**src/rtl/arbitro_memoria_datos_pkg.sv**
```systemverilog
// arbitro_memoria_datos_pkg: shared encodings for the data-memory arbiter
package arbitro_memoria_datos_pkg;
  typedef enum logic {CPU_PRI = 1'b0, EXT_PRI = 1'b1} prio_t;
  localparam logic [3:0] WME_NONE = 4'b0000;
  localparam int STARVE_MAX_DEF = 4;
endpackage

```
**src/rtl/arbitro_memoria_datos_contador.sv**
```systemverilog
// contador_saturado: enabled up-counter with sync reset that sticks at all-ones
module contador_saturado #(
  parameter int W = 16
) (
  input  logic         clk,
  input  logic         rst,
  input  logic         en,
  output logic [W-1:0] q
);
  always_ff @(posedge clk) q <= rst ? '0 : (en && !(&q)) ? q + W'(1) : q;
endmodule

```
**src/rtl/arbitro_memoria_datos.sv**
```systemverilog
// arbitro_memoria_datos: CPU-priority data-memory arbiter with starvation escape for an external port
module arbitro_memoria_datos
  import arbitro_memoria_datos_pkg::*;
#(
  parameter int STARVE_MAX = STARVE_MAX_DEF,
  parameter int CNT_W      = 16
) (
  input  logic             CLK,
  input  logic             Reset,
  input  logic             cpu_req,
  input  logic [3:0]       cpu_wme,
  input  logic [31:0]      cpu_addr,
  input  logic [31:0]      cpu_wdata,
  output logic [31:0]      cpu_rdata,
  output logic             cpu_stall,
  input  logic             ext_valid,
  input  logic [3:0]       ext_wme,
  input  logic [31:0]      ext_addr,
  input  logic [31:0]      ext_wdata,
  output logic             ext_ready,
  output logic [31:0]      ext_rdata,
  output logic             ext_rvalid,
  output logic [31:0]      mem_addr,
  output logic [31:0]      mem_wdata,
  output logic [3:0]       mem_wme,
  input  logic [31:0]      mem_rdata,
  output logic [CNT_W-1:0] stall_count
);
  localparam logic [3:0] SMAX = 4'(STARVE_MAX);
  prio_t      st;
  logic [3:0] streak;
  logic       grant_cpu, grant_ext, ext_rd;
  always_comb begin
    grant_ext = !Reset && ext_valid && (!cpu_req || st == EXT_PRI);
    grant_cpu = !Reset && cpu_req && !grant_ext;
    ext_rd    = grant_ext && ext_wme == WME_NONE;
  end
  assign cpu_stall = cpu_req && !grant_cpu && !Reset;
  assign ext_ready = grant_ext;
  assign cpu_rdata = mem_rdata;
  assign mem_addr  = grant_ext ? ext_addr : cpu_addr;
  assign mem_wdata = grant_ext ? ext_wdata : cpu_wdata;
  assign mem_wme   = grant_ext ? ext_wme : grant_cpu ? cpu_wme : WME_NONE;
  // EXT_PRI lasts until the external port is served or withdraws
  always_ff @(posedge CLK) begin
    if (Reset) begin
      st         <= CPU_PRI;
      streak     <= '0;
      ext_rvalid <= 1'b0;
      ext_rdata  <= '0;
    end else begin
      ext_rvalid <= ext_rd;
      if (ext_rd) ext_rdata <= mem_rdata;
      streak <= (grant_cpu && ext_valid) ? streak + 4'd1 : '0;
      st <= (st == CPU_PRI)
          ? ((grant_cpu && ext_valid && streak + 4'd1 == SMAX) ? EXT_PRI : CPU_PRI)
          : ((grant_ext || !ext_valid) ? CPU_PRI : EXT_PRI);
    end
  end
  contador_saturado #(.W(CNT_W)) u_stall_cnt (
    .clk(CLK),
    .rst(Reset),
    .en (cpu_stall),
    .q  (stall_count)
  );
endmodule

```
**config.mk**
```make
export PLATFORM = sky130hd
export DESIGN_NAME = arbitro_memoria_datos
export DESIGN_NICKNAME = d
export VERILOG_FILES = /design/src/rtl/arbitro_memoria_datos_pkg.sv /design/src/rtl/arbitro_memoria_datos_contador.sv /design/src/rtl/arbitro_memoria_datos.sv
export SDC_FILE = /design/constraint.sdc
export NUM_CORES = 1
export LEC_CHECK = 0
export ABC_AREA = 1
export CAP_MARGIN = 30
export CORE_AREA = 2 2 127 129
export CTS_CLUSTER_DIAMETER = 60
export DETAILED_ROUTE_END_ITERATION = 8
export DIE_AREA = 0 0 129 131
export SYNTH_ARGS = -nofsm -noshare
export SYNTH_HDL_FRONTEND = slang
export SYNTH_SLANG_ARGS = --single-unit
```
**constraint.sdc**
```tcl
create_clock -name CLK -period 3.3 [get_ports CLK]
set_input_delay 0.33 -clock CLK [delete_from_list [all_inputs] [get_ports CLK]]
set_output_delay 0.33 -clock CLK [all_outputs]
set_load 0.02 [all_outputs]
```
==> results of run 1 <==
-- synthesized netlist by cell type, drive strengths merged --
cell type	number	area, um2
o21bai	1	7.510
buf	48	340.3
xor2	6	52.55
nand4	7	43.79
clkbuf	10	37.54
nand3	44	220.2
nor2	30	145.1
a21oi	13	98.85
nand2	308	1169
ha	3	37.54
inv	19	71.31
o21ai	4	27.53
a22o	4	35.03
dfxtp	54	1081
nor4	1	6.260
xnor2	2	17.52
-- flip-flops by register name (all words and copies together), names as in the netlist --
| register | flops |
|---|---|
| u_stall_cnt.q | 16 |
| st | 1 |
| ext_rvalid | 1 |
| ext_rdata | 32 |
| streak | 4 |
-- per-layer routing --
layer | global-route usage | vias to the layer above | part of all wire
met3 | 0.06840 | 18 | 0.11
met2 | 0.3150 | 209 | 0.47
li1 | - | 2245 | -
met4 | 0.06202 | 0 | 0.026
met1 | 0.2048 | 1871 | 0.39
met5 | 0 | - | 0
-- cell type report --
cell class,count,area share
clock buffer,6,0.02060
antenna,1,0.0003712
sequential,54,0.1604
multi-input combinational,423,0.2760
clock inverter,2,0.002413
inverter,19,0.01058
tap,216,0.04009
timing repair buffer,330,0.4896
-- per-stage QoR --
| stage | total power, mW | hold WS (ns) | util |
|---|---|---|---|
| after CTS | 1.875 | 0.4674 | 0.4321 |
| after detailed placement | 1.303 | 0.4569 | 0.4221 |
| after global placement | 1.307 | 0.4517 | 0.4221 |
| after floorplan | 0.9034 | 0.4334 | - |
| final | 1.843 | 0.4630 | 0.4322 |
| after global routing | 1.926 | 0.4844 | 0.4321 |
-- worst max path at each step --
stage	start	end	slack, ns	cells after the start
detailed placement	cpu_req	mem_wdata[27]	0.47	9
CTS	cpu_req	mem_wdata[27]	0.45	9
finish	cpu_req	mem_wdata[27]	0.47	9
global placement	cpu_req	mem_wdata[27]	0.48	9
global route	cpu_req	mem_wdata[27]	0.32	9
floorplan	u_stall_cnt.q[0]	u_stall_cnt.q[10]	1.67	9
-- critical path, stage by stage --
cell,delay (ns)
clkdlybuf4s50_1,0.50
inv_1,0.06
o21ai_2,0.15
nor2_4,0.06
inv_2,0.36
buf_12,0.22
nand2_1,0.06
nand2_1,0.12
clkdlybuf4s50_1,0.63
-- power groups by stage --
| stage | sequential, mW | combinational [mW] | clock [mW] |
|---|---|---|---|
| after detailed placement | 0.672 | 0.631 | 0 |
| final | 0.656 | 0.629 | 0.558 |
| after floorplan | 0.675 | 0.228 | 0 |
| after global routing | 0.657 | 0.664 | 0.604 |
| after global placement | 0.672 | 0.635 | 0 |
| after CTS | 0.656 | 0.637 | 0.581 |
-- kinds of logic after synthesis --
family / count (synthesis)
compound gates: 22
flops: 54
xor+xnor: 8
buf+inv: 77
simple gates: 390
fa+ha+maj: 3
==> results.yml, run 1 <==
finish:
  finalInstanceArea_mm2: 0.006741
  layout-drive-gt1-share: 0.05516
  multi_input_area_mm2: 0.001861
  final_cells: 1051
  seq_area_mm2: 0.001081
  area_growth_syn_to_layout_pct: 98.82
  final_common_cell: "clkdlybuf4s50_1"
  final_nets: 1008
  final_cell_mix: "319 x clkdlybuf4s50_1, 303 x nand2_1, 54 x dfxtp_1"
  nFillCells: 1634
critical_path:
  path_class: "in2out"
  reg2reg_slack_ns: 1.29
  r2r-end: "ext_rdata[22]"
  end_kind: "output port"
  worstPathRequired_ns: 2.97
  crit_arrival_ns: 2.50
  r2r-start: "st"
  cp-start-kind: "primary input"
  cp_max_fo: 24
  worstRegToRegCells: 8
min_path:
  hold_depth: 2
  min_path_type: "reg2reg"
  hp-start: "ext_rdata[5]"
  hold_end: "ext_rdata[5]"
sta:
  fmax_mhz: 352.9
  min_period_ns: 2.834
  setup_tns_ns: 0
  rsz0062_at_grt: "no"
  worstMarginPinSlew_ns: 0.5346
  timing.final.crit_share: 0.8587
  layout_setup_ws_ns: 0.4663
  finalSetupViolCount: 0
  finClkSkew_ns: 0.007322
  slew_headroom: 0.6436
  maxSlewViolCount: 0
  hold_viol_final: 0
drt:
  drc_errors: 0
  wirelength_um: 16460
  drt-vias-per-instance: 4.132
  vias: 4343
  post_drt_wl_per_cell_um: 15.66
  drt-initial-drc-count: 172
  drtAntennaViolNets: 0
  firstDrtPassIters: 4
power_and_ir_drop:
  p_clk_frac: 0.303
  power_density_mw_per_mm2: 273.3
  share_comb_of_total_power: 0.341
  ir_worst_vdd_v: 0.0002469
  seq_power_share: 0.356
  internal_power_mw: 1.311
  p_leak_nw: 2.909
  netSwitchingPower_uw: 531.2
  swShare: 0.2883
grt:
  grt_first_pass_wirelength_um: 23430
  grt_start_max_net_pins: 47
  antenna_found_initial: 0
  grt_overflow: 0
  grt_usage: 0.1812
  grt_pass1_vias: 4154
clock_tree:
  htree_levels: 2
  cts.sinks: 54
  clk_pin_slew_worst_paths_ns: 0.07
  cts_hold_buf: 0
  clk_path_buf_depth: 2
  cts-resized-gates: 0
  cts-buffers-inserted: 5
  cts_root_buf: "clkbuf_16"
  cts_tree: "done"
  clk_latency_ns: 0.29
  cts_setup_buffers: 0
yosys:
  syn_nets: 729
  synth-xor-area-share: 0.02066
  syn_area_mm2: 0.003391
  postSynthCellCount: 554
  synth_area_per_cell_um2: 6.120
  synthAdderAreaFrac: 0.01107
  ys_warn_count: 0
  synth_seq_area_share: 0.3188
  synth_mux_area_frac: 0
  synth_top_family_by_area: "simple AND/OR/NAND/NOR gates"
  synth-compound-area-share: 0.04982
  synthSimpleGateAreaFrac: 0.4672
  ys_ff_latch: 54
  synth_cell_types: 24
floorplanning:
  coreArea_mm2: 0.01560
  initial_core_util: 0.2174
  io_pins: 323
  die-area_mm2: 0.01690
  fp.dieH_um: 131
  fp.dieW_um: 129
  row_count: 46
placement:
  place_area_mm2: 0.006584
  place_ws_ns: 0.4697
  gp_routability_congestion: 0.8368
  dp_cells: 1042
  dp_hpwl_um: 13320
  io_buffers: 322
status:
  status: "complete, no violations"
flow_run:
  maxCapViolations: 0
No activity file was read; power rests on OpenSTA's default activity.
==> inputs of run 2 (changes only) <==
CORE_AREA = 2 2 125 127   (was 2 2 127 129)
DIE_AREA = 0 0 127 129   (was 0 0 129 131)
clock period = 2.75 ns   (was 3.3 ns; I/O delays follow)
==> results.yml, run 2 (synthesis results as in run 1) <==
grt:
  grt_usage: 0.1991
  grt_first_pass_wirelength_um: 24900
  antenna_found_initial: 1
  grt_pass1_vias: 4267
  grt_start_max_net_pins: 54
  grt_overflow: 0
drt:
  wirelength_um: 16920
  vias: 4366
  firstDrtPassIters: 4
  drt-vias-per-instance: 4.268
  post_drt_wl_per_cell_um: 16.54
  drt-initial-drc-count: 235
  drc_errors: 0
  drtAntennaViolNets: 0
floorplanning:
  initial_core_util: 0.2264
  row_count: 45
  fp.dieH_um: 129
  fp.dieW_um: 127
  coreArea_mm2: 0.01498
  die-area_mm2: 0.01638
  io_pins: 323
sta:
  min_period_ns: 2.495
  setup_tns_ns: 0
  slew_headroom: 0.6450
  worstMarginPinSlew_ns: 0.5324
  finalSetupViolCount: 0
  maxSlewViolCount: 0
  finClkSkew_ns: 0.008784
  timing.final.crit_share: 0.9071
  fmax_mhz: 400.9
  rsz0062_at_grt: "no"
  hold_viol_final: 0
critical_path:
  crit_arrival_ns: 2.22
  cp-start-kind: "primary input"
  startpoint: "ext_valid"
  path_class: "in2out"
  worstPathRequired_ns: 2.48
  cp_max_fo: 53
  end_kind: "output port"
  r2r-start: "u_stall_cnt.q[0]"
finish:
  largest_register_ffs: 32
  area_growth_syn_to_layout_pct: 98.19
  top_regs: "ext_rdata x32, u_stall_cnt.q x16, streak x4"
  final_common_cell: "clkdlybuf4s50_1"
  final_util: 0.4487
  finalInstanceArea_mm2: 0.006720
  final_nets: 1009
  diodes: 0
  final_cells: 1023
  layout-drive-gt1-share: 0.05629
  top_register: "ext_rdata"
  final_cell_mix: "318 x clkdlybuf4s50_1, 303 x nand2_1, 54 x dfxtp_1"
power_and_ir_drop:
  swShare: 0.2767
  p_leak_nw: 2.916
  netSwitchingPower_uw: 626.7
  power_density_mw_per_mm2: 337.1
  internal_power_mw: 1.639
  p_clk_frac: 0.318
  fin_total_pwr_mw: 2.265
  share_comb_of_total_power: 0.334
  ir_worst_vdd_v: 0.0002672
  seq_power_share: 0.348
clock_tree:
  cts_tree: "done"
  cts-resized-gates: 0
  cts_root_buf: "clkbuf_16"
  cts_hold_buf: 0
  htree_levels: 2
  clk_latency_ns: 0.30
  clk_path_buf_depth: 2
  cts_setup_buffers: 0
  cts.sinks: 54
  clk_pin_slew_worst_paths_ns: 0.06
  cts-buffers-inserted: 5
flow_run:
  maxCapViolations: 0
placement:
  place_area_mm2: 0.006554
  io_buffers: 322
  dp_hpwl_um: 13910
  dp_cells: 1015
  gp_routability_congestion: 0.8942
status:
  status: "complete, no violations"
min_path:
  hp-start: "ext_rdata[7]"
  min_path_type: "reg2reg"
## run 2: cell count changes in the layout (fill, tap and decap cells not counted)
cell | previous run | this run
bufinv_16 | 0 | 1
diode_2 | 1 | 0
buf_4 | 9 | 11
clkbuf_8 | 1 | 0
inv_6 | 1 | 0
clkbuf_1 | 0 | 1
clkdlybuf4s50_1 | 319 | 318
## run 2: metal layers
layer  part of all wire  vias up  GRT usage
li1                   -     2249          -
met1               0.40     1891     0.2270
met2               0.48      202     0.3564
met3              0.097       22    0.06819
met4              0.025        2    0.05301
met5            0.00065        -          0
## run 2: through the flow
stage	hold slack (ns)	worst slack (ns)
after global routing	0.4839	0.1746
after global placement	0.4491	0.2666
after detailed placement	0.4560	0.2600
final	0.4622	0.2554
after CTS	0.4655	0.2576
after floorplan	0.3855	1.116
## run 2: area by class of cell
cell class / count / area [um2]
fillers: 1535 / 8257
repair buffers: 331 / 3306
multi-input cells: 423 / 1861
flip-flops and latches: 54 / 1081
well taps: 188 / 235.2
clock buffers: 6 / 128.9
inverters: 19 / 71.32
clock inverters: 2 / 37.54
## run 2: power by group through the flow
stage	logic, mW	registers [mW]	clock network, mW
after floorplan	0.274	0.810	0
after global placement	0.762	0.806	0
after detailed placement	0.760	0.806	0
after CTS	0.766	0.788	0.739
after global routing	0.801	0.788	0.765
final	0.758	0.788	0.720
## run 2: final timing paths
kind,end,slack (ns),cells after the start
max,mem_addr[31],0.26,7
min,ext_rdata[7],0.46,2
max reg2reg,u_stall_cnt.q[10],0.86,7
min reg2reg,ext_rdata[7],0.46,2
## run 2: critical path: stages
cell and delay, ns:
clkdlybuf4s50_1 0.54, o21ai_2 0.09, nor2_4 0.15, buf_12 0.25
nand2_1 0.08, nand2_1 0.07, clkdlybuf4s50_1 0.71
